==> config.mk <==
export PLATFORM = sky130hd
export DESIGN_NAME = spart_bus_slave
export DESIGN_NICKNAME = d
export VERILOG_FILES = /design/src/rtl/spart_pkg.sv /design/src/rtl/spart_fifo.sv /design/src/rtl/spart_bus_slave.sv
export SDC_FILE = /design/constraint.sdc
export NUM_CORES = 1
export LEC_CHECK = 0
export CELL_PAD_IN_SITES_DETAIL_PLACEMENT = 1
export CELL_PAD_IN_SITES_GLOBAL_PLACEMENT = 1
export CORE_ASPECT_RATIO = 0.6
export CORE_MARGIN = 2
export CORE_UTILIZATION = 44
export DETAILED_ROUTE_END_ITERATION = 8
export PLACE_DENSITY_LB_ADDON = 0.3
export SETUP_SLACK_MARGIN = 0.5
export SLEW_MARGIN = 20
export SYNTH_ARGS = -nofsm -noshare
export SYNTH_HDL_FRONTEND = slang
export SYNTH_SLANG_ARGS = --single-unit
==> constraint.sdc <==
create_clock -name clk -period 7.3 [get_ports clk]
set_input_delay 2.19 -clock clk [delete_from_list [all_inputs] [get_ports clk]]
set_output_delay 2.19 -clock clk [all_outputs]
set_load 0.005 [all_outputs]
==> src/rtl/spart_pkg.sv <==
// spart_pkg: shared definitions for the SPART bus slave.
// Holds register offsets, status bit positions, FSM state encodings and
// the baud divisor helper.
package spart_pkg;

    // Register offsets from BASE_ADDR
    localparam int unsigned TX_OFF   = 0;
    localparam int unsigned RX_OFF   = 1;
    localparam int unsigned STAT_OFF = 2;

    // Status register bit positions
    localparam int unsigned STAT_RX_VALID  = 0;
    localparam int unsigned STAT_TX_BUSY   = 1;
    localparam int unsigned STAT_OVERRUN   = 2;
    localparam int unsigned STAT_FRAME_ERR = 3;
    localparam int unsigned STAT_W         = 4;

    typedef enum logic [1:0] {
        TX_IDLE  = 2'd0,
        TX_START = 2'd1,
        TX_DATA  = 2'd2,
        TX_STOP  = 2'd3
    } tx_state_t;

    typedef enum logic [1:0] {
        RX_IDLE  = 2'd0,
        RX_START = 2'd1,
        RX_DATA  = 2'd2,
        RX_STOP  = 2'd3
    } rx_state_t;

    // Clock cycles per bit, rounded to nearest
    function automatic int unsigned baud_div(input int unsigned clk_hz, input int unsigned baud);
        return (clk_hz + baud / 2) / baud;
    endfunction

endpackage

==> src/rtl/spart_fifo.sv <==
// spart_fifo: synchronous FIFO for received bytes.
// Ports: clk, rst_n (async active-low), push/din write side, pop read side,
// full/empty flags and head (oldest entry, valid when not empty).
// A push while full is dropped unless a pop happens in the same cycle.
module spart_fifo #(
    parameter int unsigned DEPTH = 4,
    parameter int unsigned WIDTH = 8
) (
    input  logic             clk,
    input  logic             rst_n,
    input  logic             push,
    input  logic             pop,
    input  logic [WIDTH-1:0] din,
    output logic             full,
    output logic             empty,
    output logic [WIDTH-1:0] head
);

    localparam int unsigned AW = $clog2(DEPTH);

    logic [AW:0]      wr_ptr;
    logic [AW:0]      rd_ptr;
    logic [WIDTH-1:0] mem [DEPTH];
    logic             do_push;
    logic             do_pop;

    // Extra pointer bit distinguishes full from empty
    assign empty   = (wr_ptr == rd_ptr);
    assign full    = (wr_ptr[AW] != rd_ptr[AW]) && (wr_ptr[AW-1:0] == rd_ptr[AW-1:0]);
    assign head    = mem[rd_ptr[AW-1:0]];
    assign do_pop  = pop && !empty;
    assign do_push = push && (!full || do_pop);

    // Pointer registers
    always_ff @(posedge clk or negedge rst_n) begin
        if (!rst_n) begin
            wr_ptr <= '0;
            rd_ptr <= '0;
        end else begin
            if (do_push) wr_ptr <= wr_ptr + (AW+1)'(1);
            if (do_pop)  rd_ptr <= rd_ptr + (AW+1)'(1);
        end
    end

    // Storage
    always_ff @(posedge clk) begin
        if (do_push) mem[wr_ptr[AW-1:0]] <= din;
    end

endmodule

==> src/rtl/spart_bus_slave.sv <==
// spart_bus_slave: memory-mapped UART on the processor bus.
// Registers: BASE+0 TX data (write), BASE+1 RX data (read, stalls while
// empty), BASE+2 status {frame_err, overrun, tx_busy, rx_valid}.
// Ports: clk, rst_n (async active-low), bus_write/bus_read/bus_addr/bus_wdata
// request, bus_rdata/bus_ack combinational response, rxd serial in, txd out.
// Build option: define SPART_LOOPBACK_EN to feed the receiver from txd.
module spart_bus_slave
    import spart_pkg::*;
#(
    parameter logic [31:0] BASE_ADDR  = 32'h4000001C,
    parameter int unsigned CLK_HZ     = 50000000,
    parameter int unsigned BAUD       = 115200,
    parameter int unsigned FIFO_DEPTH = 4
) (
    input  logic        clk,
    input  logic        rst_n,
    input  logic        bus_write,
    input  logic        bus_read,
    input  logic [31:0] bus_addr,
    input  logic [31:0] bus_wdata,
    output logic [31:0] bus_rdata,
    output logic        bus_ack,
    input  logic        rxd,
    output logic        txd
);

    localparam int unsigned DIV   = baud_div(CLK_HZ, BAUD);
    localparam int unsigned CNT_W = $clog2(DIV + 1);
    localparam logic [CNT_W-1:0] CNT_LAST = CNT_W'(DIV - 1);
    localparam logic [CNT_W-1:0] CNT_HALF = CNT_W'(DIV / 2 - 1);

    if (DIV < 4) begin : g_div_chk
        $error("spart_bus_slave: baud divisor %0d is below 4", DIV);
    end
    if (FIFO_DEPTH < 2 || (FIFO_DEPTH & (FIFO_DEPTH - 1)) != 0) begin : g_depth_chk
        $error("spart_bus_slave: FIFO_DEPTH %0d must be a power of 2 and >= 2", FIFO_DEPTH);
    end

    // ---------------- declarations ----------------
    logic              sel_tx, sel_rx, sel_st;
    logic              hold_load_c, fifo_pop_c, stat_clr_c;
    logic              fifo_full, fifo_empty;
    logic [7:0]        fifo_head;
    logic [STAT_W-1:0] status_c;
    logic              unused_wdata;

    tx_state_t         tx_state, tx_state_nxt;
    logic [CNT_W-1:0]  tx_cnt, tx_cnt_nxt;
    logic [2:0]        tx_bit, tx_bit_nxt;
    logic [7:0]        tx_shift, tx_shift_nxt;
    logic              hold_full, hold_full_nxt;
    logic [7:0]        hold_data, hold_data_nxt;
    logic              txd_nxt;

    rx_state_t         rx_state, rx_state_nxt;
    logic [CNT_W-1:0]  rx_cnt, rx_cnt_nxt;
    logic [2:0]        rx_bit, rx_bit_nxt;
    logic [7:0]        rx_shift, rx_shift_nxt;
    logic              rx_in, rx_meta, rx_s, rx_prev;
    logic              rx_push_c, frame_err_set_c, overrun_set_c;
    logic              overrun_q, frame_err_q;

    assign unused_wdata = ^bus_wdata[31:8];

`ifdef SPART_LOOPBACK_EN
    logic unused_rxd;
    assign unused_rxd = rxd;
    assign rx_in      = txd;
`else
    assign rx_in = rxd;
`endif

    // ---------------- bus decode and response ----------------
    assign sel_tx = (bus_addr == BASE_ADDR + 32'(TX_OFF));
    assign sel_rx = (bus_addr == BASE_ADDR + 32'(RX_OFF));
    assign sel_st = (bus_addr == BASE_ADDR + 32'(STAT_OFF));

    always_comb begin
        status_c                 = '0;
        status_c[STAT_RX_VALID]  = !fifo_empty;
        status_c[STAT_TX_BUSY]   = (tx_state != TX_IDLE) || hold_full;
        status_c[STAT_OVERRUN]   = overrun_q;
        status_c[STAT_FRAME_ERR] = frame_err_q;
    end

    // Write wins if both requests are asserted
    always_comb begin
        bus_ack     = 1'b0;
        bus_rdata   = '0;
        hold_load_c = 1'b0;
        fifo_pop_c  = 1'b0;
        stat_clr_c  = 1'b0;
        if (bus_write) begin
            if (sel_tx) begin
                if (!hold_full) begin
                    bus_ack     = 1'b1;
                    hold_load_c = 1'b1;
                end
            end else if (sel_rx || sel_st) begin
                bus_ack = 1'b1;
            end
        end else if (bus_read) begin
            if (sel_tx) begin
                bus_ack = 1'b1;
            end else if (sel_rx) begin
                if (!fifo_empty) begin
                    bus_ack    = 1'b1;
                    bus_rdata  = {24'b0, fifo_head};
                    fifo_pop_c = 1'b1;
                end
            end else if (sel_st) begin
                bus_ack    = 1'b1;
                bus_rdata  = {28'b0, status_c};
                stat_clr_c = 1'b1;
            end
        end
    end

    // ---------------- transmitter ----------------
    always_ff @(posedge clk or negedge rst_n) begin
        if (!rst_n) begin
            tx_state  <= TX_IDLE;
            tx_cnt    <= '0;
            tx_bit    <= '0;
            tx_shift  <= '0;
            hold_full <= 1'b0;
            hold_data <= '0;
            txd       <= 1'b1;
        end else begin
            tx_state  <= tx_state_nxt;
            tx_cnt    <= tx_cnt_nxt;
            tx_bit    <= tx_bit_nxt;
            tx_shift  <= tx_shift_nxt;
            hold_full <= hold_full_nxt;
            hold_data <= hold_data_nxt;
            txd       <= txd_nxt;
        end
    end

    // Holding register refills the shifter straight from STOP, so frames abut
    always_comb begin
        tx_state_nxt  = tx_state;
        tx_cnt_nxt    = tx_cnt;
        tx_bit_nxt    = tx_bit;
        tx_shift_nxt  = tx_shift;
        hold_full_nxt = hold_full;
        hold_data_nxt = hold_data;
        txd_nxt       = 1'b1;
        if (hold_load_c) begin
            hold_full_nxt = 1'b1;
            hold_data_nxt = bus_wdata[7:0];
        end
        case (tx_state)
            TX_IDLE: begin
                if (hold_full) begin
                    tx_state_nxt  = TX_START;
                    tx_shift_nxt  = hold_data;
                    hold_full_nxt = 1'b0;
                    tx_cnt_nxt    = '0;
                end
            end
            TX_START: begin
                if (tx_cnt == CNT_LAST) begin
                    tx_cnt_nxt   = '0;
                    tx_bit_nxt   = '0;
                    tx_state_nxt = TX_DATA;
                end else begin
                    tx_cnt_nxt = tx_cnt + CNT_W'(1);
                end
            end
            TX_DATA: begin
                if (tx_cnt == CNT_LAST) begin
                    tx_cnt_nxt   = '0;
                    tx_shift_nxt = {1'b0, tx_shift[7:1]};
                    if (tx_bit == 3'd7) tx_state_nxt = TX_STOP;
                    else                tx_bit_nxt   = tx_bit + 3'd1;
                end else begin
                    tx_cnt_nxt = tx_cnt + CNT_W'(1);
                end
            end
            TX_STOP: begin
                if (tx_cnt == CNT_LAST) begin
                    tx_cnt_nxt = '0;
                    if (hold_full) begin
                        tx_state_nxt  = TX_START;
                        tx_shift_nxt  = hold_data;
                        hold_full_nxt = 1'b0;
                    end else begin
                        tx_state_nxt = TX_IDLE;
                    end
                end else begin
                    tx_cnt_nxt = tx_cnt + CNT_W'(1);
                end
            end
            default: tx_state_nxt = TX_IDLE;
        endcase
        // Line level follows the next state so txd is a clean flop output
        case (tx_state_nxt)
            TX_START: txd_nxt = 1'b0;
            TX_DATA:  txd_nxt = tx_shift_nxt[0];
            default:  txd_nxt = 1'b1;
        endcase
    end

    // ---------------- receiver ----------------
    always_ff @(posedge clk or negedge rst_n) begin
        if (!rst_n) begin
            rx_meta     <= 1'b1;
            rx_s        <= 1'b1;
            rx_prev     <= 1'b1;
            rx_state    <= RX_IDLE;
            rx_cnt      <= '0;
            rx_bit      <= '0;
            rx_shift    <= '0;
            overrun_q   <= 1'b0;
            frame_err_q <= 1'b0;
        end else begin
            rx_meta     <= rx_in;
            rx_s        <= rx_meta;
            rx_prev     <= rx_s;
            rx_state    <= rx_state_nxt;
            rx_cnt      <= rx_cnt_nxt;
            rx_bit      <= rx_bit_nxt;
            rx_shift    <= rx_shift_nxt;
            // A new event in the clearing cycle is kept
            overrun_q   <= (overrun_q && !stat_clr_c) || overrun_set_c;
            frame_err_q <= (frame_err_q && !stat_clr_c) || frame_err_set_c;
        end
    end

    assign overrun_set_c = rx_push_c && fifo_full && !fifo_pop_c;

    always_comb begin
        rx_state_nxt    = rx_state;
        rx_cnt_nxt      = rx_cnt;
        rx_bit_nxt      = rx_bit;
        rx_shift_nxt    = rx_shift;
        rx_push_c       = 1'b0;
        frame_err_set_c = 1'b0;
        case (rx_state)
            RX_IDLE: begin
                if (rx_prev && !rx_s) begin
                    rx_state_nxt = RX_START;
                    rx_cnt_nxt   = '0;
                end
            end
            RX_START: begin
                // Mid-bit recheck rejects glitches shorter than half a bit
                if (rx_cnt == CNT_HALF) begin
                    rx_cnt_nxt = '0;
                    rx_bit_nxt = '0;
                    rx_state_nxt = rx_s ? RX_IDLE : RX_DATA;
                end else begin
                    rx_cnt_nxt = rx_cnt + CNT_W'(1);
                end
            end
            RX_DATA: begin
                if (rx_cnt == CNT_LAST) begin
                    rx_cnt_nxt   = '0;
                    rx_shift_nxt = {rx_s, rx_shift[7:1]};
                    if (rx_bit == 3'd7) rx_state_nxt = RX_STOP;
                    else                rx_bit_nxt   = rx_bit + 3'd1;
                end else begin
                    rx_cnt_nxt = rx_cnt + CNT_W'(1);
                end
            end
            RX_STOP: begin
                if (rx_cnt == CNT_LAST) begin
                    rx_cnt_nxt   = '0;
                    rx_state_nxt = RX_IDLE;
                    if (rx_s) rx_push_c       = 1'b1;
                    else      frame_err_set_c = 1'b1;
                end else begin
                    rx_cnt_nxt = rx_cnt + CNT_W'(1);
                end
            end
            default: rx_state_nxt = RX_IDLE;
        endcase
    end

    spart_fifo #(
        .DEPTH (FIFO_DEPTH),
        .WIDTH (8)
    ) u_fifo (
        .clk   (clk),
        .rst_n (rst_n),
        .push  (rx_push_c),
        .pop   (fifo_pop_c),
        .din   (rx_shift),
        .full  (fifo_full),
        .empty (fifo_empty),
        .head  (fifo_head)
    );

endmodule

After elaboration in Yosys (flattened, before gate mapping)
Memory sizes are Yosys's and may differ from the RTL's.
Index checks and enable logic that the tools add are counted.
{ "totals": {"ff_bits": 65, "ramBits": 32, "romBits": 0, "memories": 1, "latchBits": 0} }
{ "memory_table": {"columns": ["memory", "depth", "word_bits", "rd", "rd_clocked_by_memory_dff", "wr", "line", "rtl"], "rows": [
  ["u_fifo.mem", 4, 8, 1, 0, 1, "spart_fifo.sv:23", "logic [WIDTH-1:0] mem [DEPTH];"]
]} }
{ "op_classes": {"n_reduce_logical": 31, "div": 0, "n_lt_le_gt_ge": 0, "bitwise_logic": 0, "multipliers": 0, "muxes": 71, "n_eq_ne": 30, "add_sub_neg": 6, "n_shift": 0} }
{ "op_table": {"columns": ["op", "n"], "rows": [
  ["$mux 32", 4],
  ["$eq 32x31->1 const B", 3],
  ["$mux 9", 5],
  ["$mux 8", 4],
  ["$mux 1", 31],
  ["$pmux 9 s3", 1],
  ["$pmux 8 s3", 1],
  ["$mux 2", 11],
  ["$ne 2x2->1 const B", 11],
  ["$add 9x1->9 const B", 2],
  ["$eq 9x9->1 const B", 2],
  ["$mux 3", 6],
  ["$pmux 9 s2", 1],
  ["$pmux 2 s4", 2],
  ["$add 3x1->3 const B", 4],
  ["$pmux 3 s2", 2],
  ["$eq 2x2->1 const B", 5],
  ["$eq 9x8->1 const B", 1],
  ["$logic_and 1x1->1", 8],
  ["$reduce_and 4->1", 2],
  ["$eq 2x1->1 const B", 3],
  ["$eq 3x3->1 const B", 2],
  ["$reduce_bool 2->1", 3],
  ["$logic_not 1->1", 5],
  ["13 further kinds", 19]
]} }

Depth between registers and ports, before layout
{ "logic_depth": {"word_depth": 11, "depth_mapped": 9, "depth_no_buf": 7} }

Modules after synthesis
A second synthesis with hierarchy kept.
{ "hier_totals": {"hier_cells": 427, "hier_area_um2": 5074.9} }
{ "modules_own_cells": {"columns": ["module", "cells_per_inst", "area_per_inst_um2", "instances"], "rows": [
  ["spart_bus_slave", 342, 3472.1, 1],
  ["spart_fifo", 85, 1602.8, 1]
]} }

Worst setup path after synthesis
OpenSTA, ideal clock, no wires.
{ "synth_timing": {"kind": "input port to output port", "from": "input bus_addr[20]", "to": "output bus_rdata[4]", "required_ns": 5.110, "path_stages": 5, "arrival_time_ns": 3.377, "path_slack_ns": 1.733, "path_cell_list": "nor4_1 -> nand3_1 -> nor3_1 -> clkbuf_1 -> and3_1"} }
{ "synth_between": {"elab_chain_cells": 5, "word_cells_on_any_way": 6, "classes_between": "eq/ne: 2; mux: 4"} }
{ "synth_rtl": {"columns": ["item", "line", "rtl"], "rows": [
  ["start, declared", "spart_bus_slave.sv:19", "input logic [31:0] bus_addr,"],
  ["$eq 32x31->1", "spart_bus_slave.sv:75", "assign sel_rx = (bus_addr == BASE_ADDR + 32'(RX_OFF));"],
  ["$mux 32", "spart_bus_slave.sv:105", "end else if (sel_rx) begin"],
  ["$mux 32 *", "spart_bus_slave.sv:103", "if (sel_tx) begin"],
  ["$mux 32 *", "spart_bus_slave.sv:102", "end else if (bus_read) begin"],
  ["$mux 32 *", "spart_bus_slave.sv:93", "if (bus_write) begin"],
  ["end, declared", "spart_bus_slave.sv:21", "output logic [31:0] bus_rdata,"]
]} }
Mark *: on every way between the ends. The rest lies on a longest branch, timed or not.

Worst setup path in the final report
{ "layout_timing": {"from": "input bus_addr[14]", "to": "output bus_rdata[1]"} }
{ "layout_between": {"elab_chain_cells": 6, "word_cells_on_any_way": 8, "classes_between": "eq/ne: 3; mux: 5"} }
{ "layout_rtl": {"columns": ["item", "line", "rtl"], "rows": [
  ["$eq 32x31->1", "spart_bus_slave.sv:76", "assign sel_st = (bus_addr == BASE_ADDR + 32'(STAT_OFF));"],
  ["$mux 4", "spart_bus_slave.sv:111", "end else if (sel_st) begin"],
  ["$mux 32", "spart_bus_slave.sv:105", null],
  ["$mux 32 *", "spart_bus_slave.sv:103", null],
  ["$mux 32 *", "spart_bus_slave.sv:102", null],
  ["$mux 32 *", "spart_bus_slave.sv:93", null]
]} }
Marked as above.

==> results by group <==
Run status
  – Outcome: finished clean

Clock tree
  – TritonCTS buffer count: 9
  – TritonCTS clock tree: built
  – CTS sink cnt: 97
  – Clock Latency Late Sink: 0.35 ns
  – Reg clk slew, reported paths: 0.08 ns
  – Clk root buf: clkbuf_16
  – Deepest level of the CTS H-tree: 3
  – Maximum count of clock buffers along a single path: 2
  – CTS hold repair buffers: 0

Placement
  – Post-detailed-placement half-perimeter wirelength: 8.43 mm
  – Placement-stage cell area: 5580 um2
  – Weighted congestion reported at the end of routability-driven placement: 0.832
  – Quantity of I/O buffers inserted on ports: 54

GRT
  – Global-route wire length before repair: 19.4 mm
  – Met2 track utilization from global routing: 34.4%
  – Met3 Use GR: 4.75%
  – Met1 usage in global routing: 27.5%
  – Routing layer with the top usage in global route: met2
  – Via count of the first global-routing pass: 3752
  – Antenna violations before repair: 0
  – Sum of overflow across all layers after global routing: 0
  – Largest net degree at the start of global routing: 66
  – Overall routing resource usage: 20.6%

STA
  – RSZ-0062 raised after global routing: no
  – Setup violation total in the final timing report: 0
  – Number of max-slew violations in the final report: 0
  – Final min period: 6.59 ns
  – Actual transition at the worst max-transition pin: 0.867 ns
  – Post-Route Setup TNS: 0 ns
  – Max Clk Rate: 152 MHz
  – Post-route fraction of the period consumed by the critical path: 90.3%
  – Skew final: 0.0159 ns
  – Total count of hold-check failures in the final report: 0
  – Relative slew slack: 41.8%

Finish
  – Synthesis-to-finish area growth: 18.6%
  – Utilization of the core after routing: 52.9%
  – Antenna Cells: 0
  – Final #Nets: 572
  – Area of all placed cells without fillers: 5920 um2
  – Layout cell share with drive strength beyond 1: 12.9%

Die
  – Area of the die: 12200 um2
  – Chip height: 86.5 um
  – Number of I/O pins: 103
  – Rows: 30
  – Floorplan die width: 141 um
  – Std-Cell Core Area: 11200 um2
  – Initial standard-cell utilization of the core: 44.6%

Power and ir drop
  – Power spent charging and discharging nets: 0.000329 W
  – Clock network fraction of design power: 39.1%
  – Switching part of the total power: 27.1%
  – Cell internal pwr: 0.000885 W
  – Worst-case vdd ir drop: 124 uV
  – Power density over the cells: 205 nW/um2
  – Leakage: 2.48 nW
  – Sequential cell fraction of total power: 50.5%
  – Portion of total power attributed to combinational logic: 10.4%

Worst hold path
  – Class of the tightest hold or removal check: register to register
  – Hold Path Stages: 0

Critical path
  – Depth of the worst register-to-register path: 6
  – Type of the worst setup path: input pin to output port
  – Arrival time at the worst endpoint: 4.40 ns
  – Kind of capture point of the worst setup path: output port
  – Highest net fanout along the worst path: 12
  – Startpoint Class: input pin
  – CP Data Required Time: 5.11 ns

Yosys
  – EDFF count, synth: 32
  – Post-Synthesis Mean Instance Area: 11.6 um2
  – Seq/Total Area, Yosys: 52.0%
  – Mapped Area: 4990 um2
  – Fraction of registers with async set or reset after synthesis: 67.0%
  – Yosys warning total: 0
  – Most used DFF post-synth: dfrtp_1
  – Synth cell types: 62
  – Gate Count Post-Synth: 429
  – Synth Register Bits: 97

Detailed routing
  – Iteration-0 DRC count of the detailed router: 129
  – Via density per instance: 5.65
  – Routed length per placed instance: 18.8 um
  – Post-detailed-route count of antenna-violating nets: 0
  – Count of unresolved DRC violations after routing: 0
  – Number of optimization iterations in the first detailed-route pass: 4
  – Final WL: 11.9 mm
  – Routed via count: 3576

Flow run
  – Max-cap violations: 0
cell type report:
class / instances / area, um2
Tap cell: 144 / 180
Inverter: 19 / 71.3
Clock inverter: 6 / 65.1
Sequential cell: 97 / 2590
Multi-Input combinational cell: 299 / 2200
Clock buffer: 10 / 239
Fill cell: 1166 / 5270
Timing Repair Buffer: 58 / 566
metrics by stage:
step                      total power (W)  instances  hold WS [ns]  setup slack [ns]
after floorplan                  0.000701        452         0.345              1.73
after global placement           0.000740        616         0.346             0.557
after detailed placement         0.000749        616         0.350             0.455
after CTS                         0.00122        633         0.362             0.571
after global routing              0.00127        633         0.365             0.502
final                             0.00121        633         0.359             0.705
worst max-delay path, stage by stage:
cell	delay [ns]
clkdlybuf4s50_1	0.42
nor4_2	0.31
nand4_1	0.22
nor3_1	0.25
buf_4	0.24
nand3_1	0.09
o21ai_0	0.13
clkdlybuf4s50_1	0.55
cells in the mapped netlist, types with 4 or more instances:
library cell,n,area share [%]
nor2b_1,4,0.50
mux2i_1,9,1.8
nand4_1,6,0.75
clkbuf_1,7,0.53
nand2b_1,4,0.50
and3_1,10,1.3
buf_4,24,3.6
nand3b_1,4,0.60
a22oi_1,4,0.60
mux4_2,8,3.6
ha_1,19,4.8
o21ai_0,25,2.5
a21oi_1,13,1.3
o2bb2ai_1,9,1.6
nand3_1,18,1.8
nor2_1,19,1.4
mux2_2,18,4.1
dfrtp_1,61,31
and2_1,4,0.50
a22o_1,8,1.4
edfxtp_1,32,19
o31ai_1,6,0.90
buf_2,5,0.50
xnor2_1,7,1.2
nand2_1,18,1.4
a31oi_1,7,0.88
dfstp_2,4,2.1
inv_1,18,1.4
nor3_1,14,1.4
nor4_1,5,0.63
per-layer routing:
metal	part of all wire [%]	up-vias
li1	-	1676
met5	0	-
met2	48	88
met1	46	1804
met3	5.4	8
met4	0.77	0
power groups by stage:
stage               Clock (W)  Combinational, W  Sequential (W)
finish               0.000475          0.000127        0.000613
global route         0.000506          0.000143        0.000617
CTS                  0.000484          0.000127        0.000612
detailed placement          0          0.000126        0.000623
global placement            0          0.000118        0.000622
floorplan                   0         0.0000961        0.000605
registers in the layout, summed over array words and instances (netlist names), named ones only:
signal,count
rx_shift,8
u_fifo.rd_ptr,3
tx_shift,8
overrun_q,1
rx_state,1
u_fifo.wr_ptr,3
tx_cnt,9
rx_meta,1
rx_s,1
rx_bit,3
u_fifo.mem,32
txd,1
hold_data,8
frame_err_q,1
rx_cnt,9
rx_prev,1
tx_state,2
hold_full,1
tx_bit,3
timing repair:
item	CTS	global route
resized for setup	0	4
setup endpoints to repair	2	3
buffers inserted	1	0
layout by cell type, fill, tap and decap left out, types with 6 or more instances in the layout:
| cell | n |
|---|---|
| edfxtp_1 | 32 |
| nand2_1 | 18 |
| xnor2_1 | 7 |
| a31oi_1 | 7 |
| nor3_1 | 14 |
| nand4_1 | 6 |
| and3_1 | 10 |
| inv_1 | 18 |
| clkbuf_16 | 9 |
| conb_1 | 24 |
| mux2_2 | 18 |
| mux4_2 | 8 |
| o21ai_0 | 25 |
| nand3_1 | 18 |
| o31ai_1 | 6 |
| nor2_1 | 19 |
| dfrtp_1 | 61 |
| a21oi_1 | 13 |
| a22o_1 | 8 |
| mux2i_1 | 9 |
| ha_1 | 19 |
| clkdlybuf4s50_1 | 53 |
| o2bb2ai_1 | 9 |
cells by family after synthesis:
logic type	Yosys count	share of synthesized area, %
AND/OR/NAND/NOR	120	13.5
flip-flops	97	52.0
AO/OA/AOI/OAI	93	12.6
buffers and inverters	56	6.15
multiplexers	35	9.48
adder cells (fa/ha/maj)	19	4.77
XOR/XNOR	8	1.40
other	1	0.0752
worst paths after layout:
kind	start	endpoint	slack (ns)
worst min register to register	rx_meta$_DFF_PN1_	rx_s$_DFF_PN1_	0.36
worst max-delay path	bus_addr[14]	bus_rdata[1]	0.71
max in group asynchronous	rst_n	rx_shift[0]$_DFFE_PN0P_	4.70
min in group asynchronous	rst_n	hold_data[0]$_DFFE_PN0P_	2.02
worst min-delay path	rx_meta$_DFF_PN1_	rx_s$_DFF_PN1_	0.36
worst max register to register	rx_cnt[0]$_DFFE_PN0P_	u_fifo.mem[1][2]$_DFFE_PP_	4.15
Note: power is estimated with default switching activity, not from simulation.
